**config.mk**
```make
export PLATFORM = sky130hd
export DESIGN_NAME = ha_serial_add_ctrl
export DESIGN_NICKNAME = d
export VERILOG_FILES = /design/src/rtl/ha_serial_add_ctrl.sv
export SDC_FILE = /design/constraint.sdc
export NUM_CORES = 1
export LEC_CHECK = 0
export BUFFER_PORTS_ARGS = -buffer_cell sky130_fd_sc_hd__buf_2
export CORE_ASPECT_RATIO = 1.25
export CORE_UTILIZATION = 40
export DETAILED_ROUTE_END_ITERATION = 8
export GPL_TIMING_DRIVEN = 0
export PLACE_DENSITY = 0.58
export SLEW_MARGIN = 20
export SYNTH_ARGS = -nofsm -noshare
export SYNTH_HDL_FRONTEND = slang
export SYNTH_SLANG_ARGS = --single-unit
```
**constraint.sdc**
```tcl
create_clock -name clk -period 3.9 [get_ports clk]
set_clock_uncertainty 0.1 [all_clocks]
set_input_delay 0.195 -clock clk [delete_from_list [all_inputs] [get_ports clk]]
set_output_delay 0.195 -clock clk [all_outputs]
set_load 0.05 [all_outputs]
```
**src/rtl/ha_serial_add_ctrl.sv**
```systemverilog
// Bit-serial unsigned adder: one full-adder slice (two half adders) processes
// one operand bit per RUN cycle, LSB first, with a registered sum and carry out.
module ha_serial_add_ctrl #(
  parameter int WIDTH = 8
) (
  input  logic             clk,
  input  logic             rst,
  input  logic             start,
  input  logic [WIDTH-1:0] a,
  input  logic [WIDTH-1:0] b,
  output logic             busy,
  output logic             done,
  output logic [WIDTH-1:0] sum,
  output logic             carry_out
);

  localparam int CW = (WIDTH > 1) ? $clog2(WIDTH) : 1;
  localparam logic [CW-1:0] LAST = CW'(WIDTH - 1);

  typedef enum logic [1:0] {IDLE, RUN, DONE} state_t;

  state_t           state;
  logic [CW-1:0]    cnt;
  logic             carry;
  logic [WIDTH-1:0] op_a;
  logic [WIDTH-1:0] op_b;
  logic [1:0]       slice;

  // Returns {carry, sum}.
  function automatic logic [1:0] half_add(input logic x, input logic y);
    return {x & y, x ^ y};
  endfunction

  function automatic logic [1:0] full_add(input logic x, input logic y, input logic cin);
    logic [1:0] h0;
    logic [1:0] h1;
    h0 = half_add(x, y);
    h1 = half_add(h0[0], cin);
    return {h0[1] | h1[1], h1[0]};
  endfunction

  assign slice = full_add(op_a[0], op_b[0], carry);

  // Operand shifters carry only data, so they need no reset; bit 0 is always
  // the bit currently being added.
  always_ff @(posedge clk) begin
    if (state == IDLE && start) begin
      op_a <= a;
      op_b <= b;
    end else if (state == RUN) begin
      op_a <= op_a >> 1;
      op_b <= op_b >> 1;
    end
  end

  always_ff @(posedge clk or posedge rst) begin
    if (rst) begin
      state     <= IDLE;
      cnt       <= '0;
      carry     <= 1'b0;
      busy      <= 1'b0;
      done      <= 1'b0;
      sum       <= '0;
      carry_out <= 1'b0;
    end else begin
      case (state)
        IDLE: begin
          if (start) begin
            state     <= RUN;
            busy      <= 1'b1;
            carry     <= 1'b0;
            cnt       <= '0;
            sum       <= '0;
            carry_out <= 1'b0;
          end
        end
        RUN: begin
          sum[cnt] <= slice[0];
          carry    <= slice[1];
          if (cnt == LAST) begin
            cnt       <= '0;
            carry_out <= slice[1];
            state     <= DONE;
            busy      <= 1'b0;
            done      <= 1'b1;
          end else begin
            cnt <= cnt + CW'(1);
          end
        end
        DONE: begin
          done  <= 1'b0;
          state <= IDLE;
        end
        default: begin
          state <= IDLE;
          busy  <= 1'b0;
          done  <= 1'b0;
        end
      endcase
    end
  end

endmodule

```
==> flow_metrics.env, run 1 <==
export IMPL_layout_worst_path_cycle_share_pct=44.2
export IMPL_ir_worst_vdd_uv=483
export IMPL_postCtsResizedCells=0
export IMPL_mappedNetlistArea_um2=1470
export IMPL_grt_pass1_wl_mm=4.55
export IMPL_cellLeakagePower_nw=0.811
export IMPL_initial_core_util_pct=42.1
export IMPL_syn_nets=122
export IMPL_power_density_nw_per_um2=858
export IMPL_finalHoldViolCount=0
export IMPL_setup_violations=0
export IMPL_critical_path_class="flop to flop"
export IMPL_ys_seq_elements=33
export IMPL_synth_area_leaders="edfxtp_1 (33%), dfrtp_1 (29%), mux2_1 (11%), a22o_1 (7.2%), o21ai_0 (3.1%)"
export IMPL_path_clk_slew_ns=0.07
export IMPL_grt_overflow_total=0
export IMPL_synth_top_area_cell="edfxtp_1"
export IMPL_n_fill_cell=341
export IMPL_clkLatencyLatePin_ns=0.28
export IMPL_seqCellArea_um2=906
export IMPL_p_comb_share_pct=41.9
export IMPL_yosysUniqueCellTypes=25
export IMPL_ys_seq_area_share_pct=61.7
export IMPL_p_seq_share_pct=41.8
export IMPL_cp_max_fo=24
export IMPL_startpoint_type="flop"
export IMPL_portBuffers=29
export IMPL_grt_pass1_vias=960
export IMPL_p_int_mw=0.934
export IMPL_fin_area_um2=1750
export IMPL_dieArea_um2=3920
export IMPL_cts_max_path_buffers=2
export IMPL_root_buffer="clkbuf_8"
export IMPL_slowest_delay_ns=0.44
export IMPL_cp_arrival_ns=1.80
export IMPL_boundaryPins=30
export IMPL_crit_chain="o21bai_1, inv_2, o21ai_0, a22o_1"
export IMPL_rows=24
export IMPL_pwr_share_clk_pct=16.3
export IMPL_end_kind="flop"
export IMPL_cts_hold_buf=1
export IMPL_drive_above_1_share_pct=31.2
export IMPL_fin_nets=159
export IMPL_slowest_stage="dfrtp_1"
export IMPL_relSlewSlack_pct=56.2
export IMPL_hold_path_class="input pin to flop"
export IMPL_drc=0
export IMPL_cts_buffers=5
export IMPL_rsz0062_at_grt="no"
export IMPL_finalMaxSlewViolations=0
export IMPL_num_vias=952
export IMPL_max_freq_mhz=580
export IMPL_antenna_found_initial=0
export IMPL_grt_max_degree=25
export IMPL_drt_first_pass_iters=4
export IMPL_grtUsageTotal_pct=15.8
export IMPL_status="completed"
export IMPL_synth_top_area_share_pct=32.7
export IMPL_fin_crit_ns=1.73
export IMPL_areaGrowthSynthToFinish_pct=19.5
export IMPL_core_um2=3480
export IMPL_ys_warn_count=0
export IMPL_drt_iter0_drc=11
export IMPL_routabilityCongestion=0.744
export IMPL_tightest_slew_ns=0.657
export IMPL_place_hpwl_mm=1.78
export IMPL_tns_ns=0
export IMPL_wl_mm=2.65
export IMPL_syn_avg_cell_area_um2=14.7
export IMPL_fp_dieH_um=69.7
export IMPL_multi_input_area_um2=517
export IMPL_p_sw_share_pct=37.9
export IMPL_die_x_um=56.2
export IMPL_maxCapViolCount=0
export IMPL_post_dp_cell_area_um2=1660
export IMPL_required_ns=3.97
export IMPL_wl_per_cell_um=15.0
export IMPL_netlist_instances=100
export IMPL_postCtsSetupBuffers=0
export IMPL_avgViaCountPerCell=5.38
export IMPL_cts_tree="done"
export IMPL_diodes=0
export IMPL_cts_htree_levels=2
export IMPL_clock_sinks=33
export IMPL_power_switching_mw=0.571
export IMPL_antenna_left=0
## cells by family (layout without fill, tap and decap cells)
family | count (synthesis) | in the layout | share of synthesized area [%]
AO/OA/AOI/OAI | 25 | 25 | 11.9
adder cells (fa/ha/maj) | 3 | 3 | 3.07
buffers and inverters | 6 | 44 | 3.07
flip-flops | 33 | 33 | 61.7
multiplexers | 15 | 15 | 11.5
AND/OR/NAND/NOR | 18 | 18 | 8.70
## layer usage
layer	share of wire (%)	track usage, %	vias to the layer above
met1	44	19.3	464
met4	3.7	9.76	0
met3	4.9	5.22	10
li1	-	-	450
met5	0	0	-
met2	47	23.9	28
## per-stage QoR
step	worst slack [ns]	hold WS, ns	cells	power (mW)	utilization [%]
2_1_floorplan	2.36	0.0211	100	1.12	-
3_3_place_gp	2.20	0.222	168	1.25	47.7
3_5_place_dp	2.17	0.229	168	1.27	47.7
4_1_cts	2.14	0.0885	177	1.52	50.4
5_1_grt	2.06	0.0956	177	1.61	50.4
6_report	2.17	0.0962	177	1.51	50.4
## power by group through the flow
stage          sequential [mW]  clock, mW  combinational, mW
2_1_floorplan            0.748          0              0.367
3_3_place_gp             0.630          0              0.622
3_5_place_dp             0.636          0              0.632
4_1_cts                  0.631      0.253              0.640
5_1_grt                  0.652      0.268              0.693
6_report                 0.629      0.246              0.630
## layout make-up
cell class	count	share of cell area (%)
plain buffers	4	2.14
clock buffers	6	4.14
clock inverters	2	0.571
inverters	2	0.428
multi-input cells	61	29.5
flip-flops and latches	33	51.6
well taps	39	2.78
repair buffers	30	8.84
## synthesized netlist by cell type
library cell  count
a21oi_1           2
or2_1             1
ha_1              2
nor2_1            2
dfrtp_1          17
and3_1            1
mux2_1           14
nand2b_1          1
nor3b_1           3
o21ai_0           9
inv_2             1
a21o_1            1
nor3_1            1
o21bai_1          1
mux2_2            1
inv_1             1
nor3b_2           1
and2_1            4
edfxtp_1         16
and2b_4           1
buf_6             3
a22o_1           12
fa_1              1
and3b_1           3
buf_1             1
## layout by cell type, fill, tap and decap left out, types with 3 or more instances in the layout
cell      Yosys  layout
buf_2         0      29
edfxtp_1     16      16
a22o_1       12      12
mux2_1       14      14
dfrtp_1      17      17
clkbuf_8      0       5
and2_1        4       4
buf_6         3       3
and3b_1       3       3
nor3b_1       3       3
o21ai_0       9       9
## critical path: cells and delay by family (launching register included)
kind | cells | cell delay [ns]
buf+inv | 1 | 0.38
compound gates | 3 | 0.69
flops | 1 | 0.44
## final timing paths
kind                                from  endpoint  slack, ns  cells after the start
worst min-delay path                a[1]   op_a[1]        0.1                      2
worst min register to register      busy      busy       0.39                      1
worst max-delay path            state[1]    sum[0]       2.17                      4
max in group asynchronous            rst    sum[3]       2.81                      3
worst max register to register  state[1]    sum[0]       2.17                      4
min in group asynchronous            rst    sum[6]       0.47                      3
## registers in the layout (all words and copies together), names as in the netlist
name / count
carry_out: 1
op_a: 8
done: 1
carry: 1
busy: 1
op_b: 8
cnt: 3
state: 2
sum: 8
Power figures use the tool's default switching activity.
==> run 2, diff against run 1 <==
- ABC_AREA: unset -> 1
- clock period: 3.9 -> 1.74 ns (I/O delays scaled with it)
==> run 2 against run 1 <==
Synthesized cell count increased by 75%. Cell count grew 51%. Routed wire length grew 12%. Die area rose by 9.1%. Combinational power grew to 2.7 times the previous value. Largest power group unchanged. Register-to-register slack got worse by 2.0 ns. Design area grew 9.4%. Fmax up 13%. Sequential share of layout area shrank 4.4 points. Global-route usage grew 0.46 points. Sequential power rose by 120%. Setup slack got worse by 2.0 ns.
==> flow_metrics.env, run 2 <==
export IMPL_status="completed"
export IMPL_reg2reg_from="carry"
export IMPL_initial_core_util_pct=42.1
export IMPL_fin_util_pct=50.3
export IMPL_clock_sinks=33
export IMPL_dieArea_um2=4280
export IMPL_reg2reg_depth=5
export IMPL_synth_compound_area_share_pct=6.54
export IMPL_root_buffer="clkbuf_8"
export IMPL_setup_violations=0
export IMPL_fin_nets=235
export IMPL_netlist_instances=175
export IMPL_min_delay_path_depth=3
export IMPL_drc=0
export IMPL_maxCapViolCount=0
export IMPL_wl_per_cell_um=11.0
export IMPL_cts_tree="done"
export IMPL_hold_path_end="op_b[7]"
export IMPL_path_delay_family="adder cells"
export IMPL_drt_first_pass_iters=5
export IMPL_areaGrowthSynthToFinish_pct=19.5
export IMPL_synth_common_cells="nand2_1 (56), inv_1 (25), dfrtp_1 (17), o21ai_0 (17), edfxtp_1 (16)"
export IMPL_power_density_nw_per_um2=1870
export IMPL_layout_worst_path_cycle_share_pct=88.1
export IMPL_relSlewSlack_pct=56.1
export IMPL_avgViaCountPerCell=4.60
export IMPL_cts_htree_levels=2
export IMPL_hold_ws_ns=0.0201
export IMPL_cellLeakagePower_nw=1.03
export IMPL_critical_path_class="flop to flop"
export IMPL_portBuffers=29
export IMPL_fp_dieH_um=72.9
export IMPL_rsz0062_at_grt="no"
export IMPL_ys_seq_area_share_pct=56.4
export IMPL_synth_xor_area_share_pct=0
export IMPL_tns_ns=0
export IMPL_fin_crit_ns=1.53
export IMPL_hp_start="b[7]"
export IMPL_core_um2=3820
export IMPL_drt_iter0_drc=33
export IMPL_finish_cell_count_without_fillers=268
export IMPL_final_common_cell="nand2_1"
export IMPL_required_ns=1.87
export IMPL_postCtsResizedCells=0
export IMPL_place_hpwl_mm=2.09
export IMPL_antenna_left=0
export IMPL_grt_pass1_vias=1227
export IMPL_r2r_slack_ns=0.21
export IMPL_mappedNetlistArea_um2=1610
export IMPL_seqCellArea_um2=906
export IMPL_tightest_slew_ns=0.658
export IMPL_die_x_um=58.7
export IMPL_synthAdderAreaFrac_pct=2.80
export IMPL_ys_flop_type="dfrtp_1"
export IMPL_ir_worst_vdd_uv=699
export IMPL_synth_area_leaders="edfxtp_1 (30%), dfrtp_1 (26%), nand2_1 (13%), inv_1 (5.8%), o21ai_0 (5.3%)"
export IMPL_finalHoldViolCount=0
export IMPL_drive_above_1_share_pct=23.4
export IMPL_max_freq_mhz=653
export IMPL_num_vias=1234
export IMPL_grtUsageTotal_pct=16.2
export IMPL_worst_path_stages=5
export IMPL_grt_max_degree=26
export IMPL_mostFrequentLayoutCells="nand2_1 (56), buf_2 (31), inv_1 (25), o21ai_0 (17), dfrtp_1 (17)"
export IMPL_syn_nets=197
export IMPL_grt_overflow_total=0
export IMPL_synth_mux_area_fraction_pct=0
export IMPL_multi_input_area_um2=522
export IMPL_async_flop_share_pct=51.5
export IMPL_synth_top_family_by_area="simple AND/OR/NAND/NOR gates"
export IMPL_crit_chain="fa_1, inv_1, nor2_4, nand4_1, nand2_1"
export IMPL_ys_seq_elements=33
export IMPL_slowest_stage="fa_1"
export IMPL_synth_top_area_cell="edfxtp_1"
export IMPL_hold_path_class="input pin to flop"
export IMPL_critPathBufInv=1
export IMPL_synth_simple_gate_area_share_pct=23.1
export IMPL_end_kind="flop"
export IMPL_path_clk_slew_ns=0.06
export IMPL_clkLatencyLatePin_ns=0.28
export IMPL_boundaryPins=30
export IMPL_synth_edf_count=16
export IMPL_ys_warn_count=0
export IMPL_cts_hold_buf=2
export IMPL_cp_max_fo=8
export IMPL_finalMaxSlewViolations=0
export IMPL_slowest_delay_ns=0.53
export IMPL_antenna_found_initial=0
export IMPL_yosysUniqueCellTypes=22
export IMPL_diodes=0
export IMPL_r2r_end="sum[6]"
export IMPL_dp_cells=258
export IMPL_cp_arrival_ns=1.66
export IMPL_reg_top3="op_a: 8 flops, op_b: 8 flops, sum: 8 flops"
export IMPL_syn_avg_cell_area_um2=9.18
export IMPL_wl_mm=2.95
export IMPL_synth_top_area_share_pct=29.9
export IMPL_rows=25
export IMPL_n_fill_cell=377
export IMPL_cts_max_path_buffers=2
export IMPL_startpoint_type="flop"
export IMPL_grt_pass1_wl_mm=4.97
export IMPL_routabilityCongestion=0.761
export IMPL_postCtsSetupBuffers=0
export IMPL_cts_buffers=5
export IMPL_synth_most_common_cell="nand2_1"
==> run 2: cell types whose count changed in the layout (fill, tap and decap cells not counted), sizes merged, moves of 3 or more <==
cell   change
buf        +4
a22o      -12
and2       -4
inv       +26
and3b      -3
mux2      -15
nand3     +13
nand2     +58
nor2       +3
nor3b      -4
o21ai     +10
nand4      +6
==> run 2: worst min-delay path, cell delays in order <==
cell	delay, ns
buf_2	0.08
inv_1	0.03
nor2_1	0.09
==> run 2: cells by family (layout without fill, tap and decap cells) <==
| logic type | count (synthesis) | count (layout) |
|---|---|---|
| fa+ha+maj | 3 | 3 |
| compound gates | 21 | 21 |
| simple gates | 82 | 82 |
| buf+inv | 36 | 75 |
| flops | 33 | 33 |
==> run 2: where the power goes <==
part / switching, mW / internal (mW)
registers: 0.132 / 1.23
clock network: 0.265 / 0.284
logic: 1.15 / 0.518
total: 1.55 / 2.04
==> run 2: cell type report <==
class / instances / share of cell area (%)
plain buffers: 8 / 3.85
clock buffers: 8 / 4.17
inverters: 28 / 5.48
multi-input cells: 106 / 27.2
flip-flops and latches: 33 / 47.2
well taps: 54 / 3.52
repair buffers: 31 / 8.60
==> run 2: routing by layer <==
layer / wire length, um / share of wire (%) / GRT usage [%] / vias to the layer above
met3: 161 / 5.5 / 5.14 / 8
li1: - / - / - / 631
met5: 0 / 0 / 0 / -
met1: 1150 / 39 / 14.9 / 560
met4: 75 / 2.5 / 11.4 / 0
met2: 1570 / 53 / 29.6 / 35
==> run 2: worst max-delay path by stage <==
stage           from     end
3_5_place_dp   carry  sum[6]
5_1_grt        carry  sum[7]
2_1_floorplan  carry  sum[2]
6_report       carry  sum[6]
3_3_place_gp   carry  sum[7]
4_1_cts        carry  sum[6]
==> run 2: per-stage QoR <==
stage                     area, um^2  setup slack, ns  power [mW]
final                           1920            0.208        3.58
after CTS                       1920            0.203        3.63
after global routing            1920            0.126        3.88
after global placement          1820            0.218        3.02
after floorplan                 1610            0.307        2.69
after detailed placement        1820            0.214        3.07
==> run 3, diff against run 2 <==
- PLACE_DENSITY: 0.58 -> 0.6
- clock period: 1.74 -> 1.3 ns (I/O delays scaled with it)
==> run 3 against run 2 <==
Non-clock buffer count up 10. Highest routed layer unchanged. Critical path type unchanged. Via count is 4.2% higher. Largest cell class unchanged. The flow now finishes with violations (setup timing). Worst hold slack got worse by 0.016 ns.
==> flow_metrics.env, run 3 (same netlist as run 2, synthesis figures left out) <==
export IMPL_status="finished, violations left"
export IMPL_violations="setup timing"
export IMPL_avgViaCountPerCell=4.63
export IMPL_hold_ws_ns=0.00416
export IMPL_place_hpwl_mm=2.08
export IMPL_wl_per_cell_um=12.0
export IMPL_clock_sinks=33
export IMPL_portBuffers=29
export IMPL_layout_worst_path_cycle_share_pct=116
export IMPL_cts_htree_levels=2
export IMPL_startpoint_type="flop"
export IMPL_rsz0062_at_grt="yes"
export IMPL_finish_cell_count_without_fillers=278
export IMPL_path_clk_slew_ns=0.07
export IMPL_fin_crit_ns=1.51
export IMPL_grtUsageTotal_pct=17.3
export IMPL_relSlewSlack_pct=55.2
export IMPL_initial_core_util_pct=42.1
export IMPL_drc=0
export IMPL_clkLatencyLatePin_ns=0.28
export IMPL_finalHoldViolCount=0
export IMPL_cts_tree="done"
export IMPL_multi_input_area_um2=588
export IMPL_r2r_end="sum[5]"
export IMPL_required_ns=1.43
export IMPL_mostFrequentLayoutCells="nand2_1 (44), buf_2 (32), inv_1 (22), dfrtp_1 (17), edfxtp_1 (16)"
export IMPL_ir_worst_vdd_uv=962
export IMPL_reg_top3="op_a: 8 flops, op_b: 8 flops, sum: 8 flops"
export IMPL_fp_dieH_um=72.9
export IMPL_slowest_stage="fa_1"
export IMPL_tns_ns=-1.64
export IMPL_hold_path_end="op_a[6]"
export IMPL_post_dp_cell_area_um2=1820
export IMPL_boundaryPins=30
export IMPL_r2r_slack_ns=-0.21
export IMPL_die_x_um=58.7
export IMPL_root_buffer="clkbuf_8"
export IMPL_areaGrowthSynthToFinish_pct=32.3
export IMPL_fin_nets=245
export IMPL_grt_max_degree=18
export IMPL_core_um2=3820
export IMPL_critical_path_class="flop to flop"
export IMPL_grt_overflow_total=0
export IMPL_final_common_cell="nand2_1"
export IMPL_grt_pass1_wl_mm=5.33
export IMPL_drt_first_pass_iters=4
export IMPL_dp_cells=258
export IMPL_reg2reg_from="op_b[0]"
export IMPL_worst_path_stages=5
export IMPL_drive_above_1_share_pct=34.8
export IMPL_cts_buffers=5
export IMPL_grt_pass1_vias=1217
export IMPL_antenna_found_initial=0
export IMPL_critPathBufInv=1
export IMPL_dieArea_um2=4280
export IMPL_num_vias=1286
export IMPL_maxCapViolCount=0
export IMPL_rows=25
export IMPL_cellLeakagePower_nw=1.11
export IMPL_min_delay_path_depth=3
export IMPL_crit_chain="fa_1, inv_2, nor2_4, nand4_1, nand2_1"
export IMPL_setup_violations=9
export IMPL_reg2reg_depth=5
export IMPL_routabilityCongestion=0.789
export IMPL_max_freq_mhz=661
export IMPL_drt_iter0_drc=46
export IMPL_antenna_left=0
export IMPL_cts_max_path_buffers=2
export IMPL_power_density_nw_per_um2=2490
export IMPL_tightest_slew_ns=0.672
export IMPL_wl_mm=3.35
export IMPL_end_kind="flop"
export IMPL_diodes=0
export IMPL_worst_slack_ns=-0.213
export IMPL_seqCellArea_um2=906
export IMPL_finalMaxSlewViolations=0
export IMPL_hp_start="a[6]"
export IMPL_fin_util_pct=55.7
export IMPL_n_fill_cell=366
export IMPL_fin_area_um2=2130
export IMPL_cp_arrival_ns=1.64
export IMPL_slowest_delay_ns=0.56
export IMPL_cp_max_fo=8
export IMPL_path_delay_family="adder cells"
export IMPL_hold_path_class="input pin to flop"
## run 3: metrics by stage
| step | total power, mW | worst slack [ns] |
|---|---|---|
| after CTS | 5.04 | -0.215 |
| after global routing | 5.67 | -0.305 |
| final | 5.29 | -0.213 |
| after global placement | 4.04 | -0.197 |
| after detailed placement | 4.11 | -0.202 |
| after floorplan | 3.61 | -0.109 |
## run 3: worst max path at each step
| stage | slack [ns] | end | from |
|---|---|---|---|
| finish | -0.21 | sum[5] | op_b[0] |
| global route | -0.30 | sum[4] | op_b[0] |
| CTS | -0.21 | sum[7] | op_b[0] |
| detailed placement | -0.20 | sum[2] | op_b[0] |
| global placement | -0.20 | sum[6] | op_b[0] |
| floorplan | -0.11 | sum[2] | op_b[0] |
## run 3: cell type report
| class | count | share of cell area [%] |
|---|---|---|
| multi-input cells | 106 | 27.7 |
| flip-flops and latches | 33 | 42.6 |
| well taps | 54 | 3.18 |
| repair buffers | 41 | 13.5 |
| inverters | 28 | 5.18 |
| clock buffers | 8 | 3.77 |
| plain buffers | 8 | 4.06 |
## run 3: power by group
group | switching, mW | internal, mW | total, mW
sequential | 0.228 | 1.66 | 1.88
combinational | 1.69 | 0.986 | 2.67
clock | 0.357 | 0.380 | 0.736
## run 3: repair_timing
| action | 4_1_cts | 5_1_grt |
|---|---|---|
| endpoints found under the setup margin | 36 | 39 |
| gates resized for setup | 10 | 33 |
| pin swaps | 2 | 3 |
| hold endpoints to repair | 19 | 1 |
| cloned | 1 | 3 |
| hold buffers | 3 | 1 |
| buffers inserted | 3 | 1 |
## run 3: routing by layer
| metal | vias to the layer above | share of wire [%] | global-route usage [%] |
|---|---|---|---|
| li1 | 657 | - | - |
| met1 | 591 | 40 | 18.5 |
| met2 | 33 | 54 | 30.4 |
| met3 | 5 | 3.7 | 5.85 |
| met4 | 0 | 1.6 | 8.20 |
| met5 | - | 0 | 0 |
## run 3: worst reg2reg max path, cell delays in order (launching register included)
cell and delay (ns):
edfxtp_1 0.39, fa_1 0.56, inv_2 0.04, nor2_4 0.17, nand4_1 0.12, nand2_1 0.07
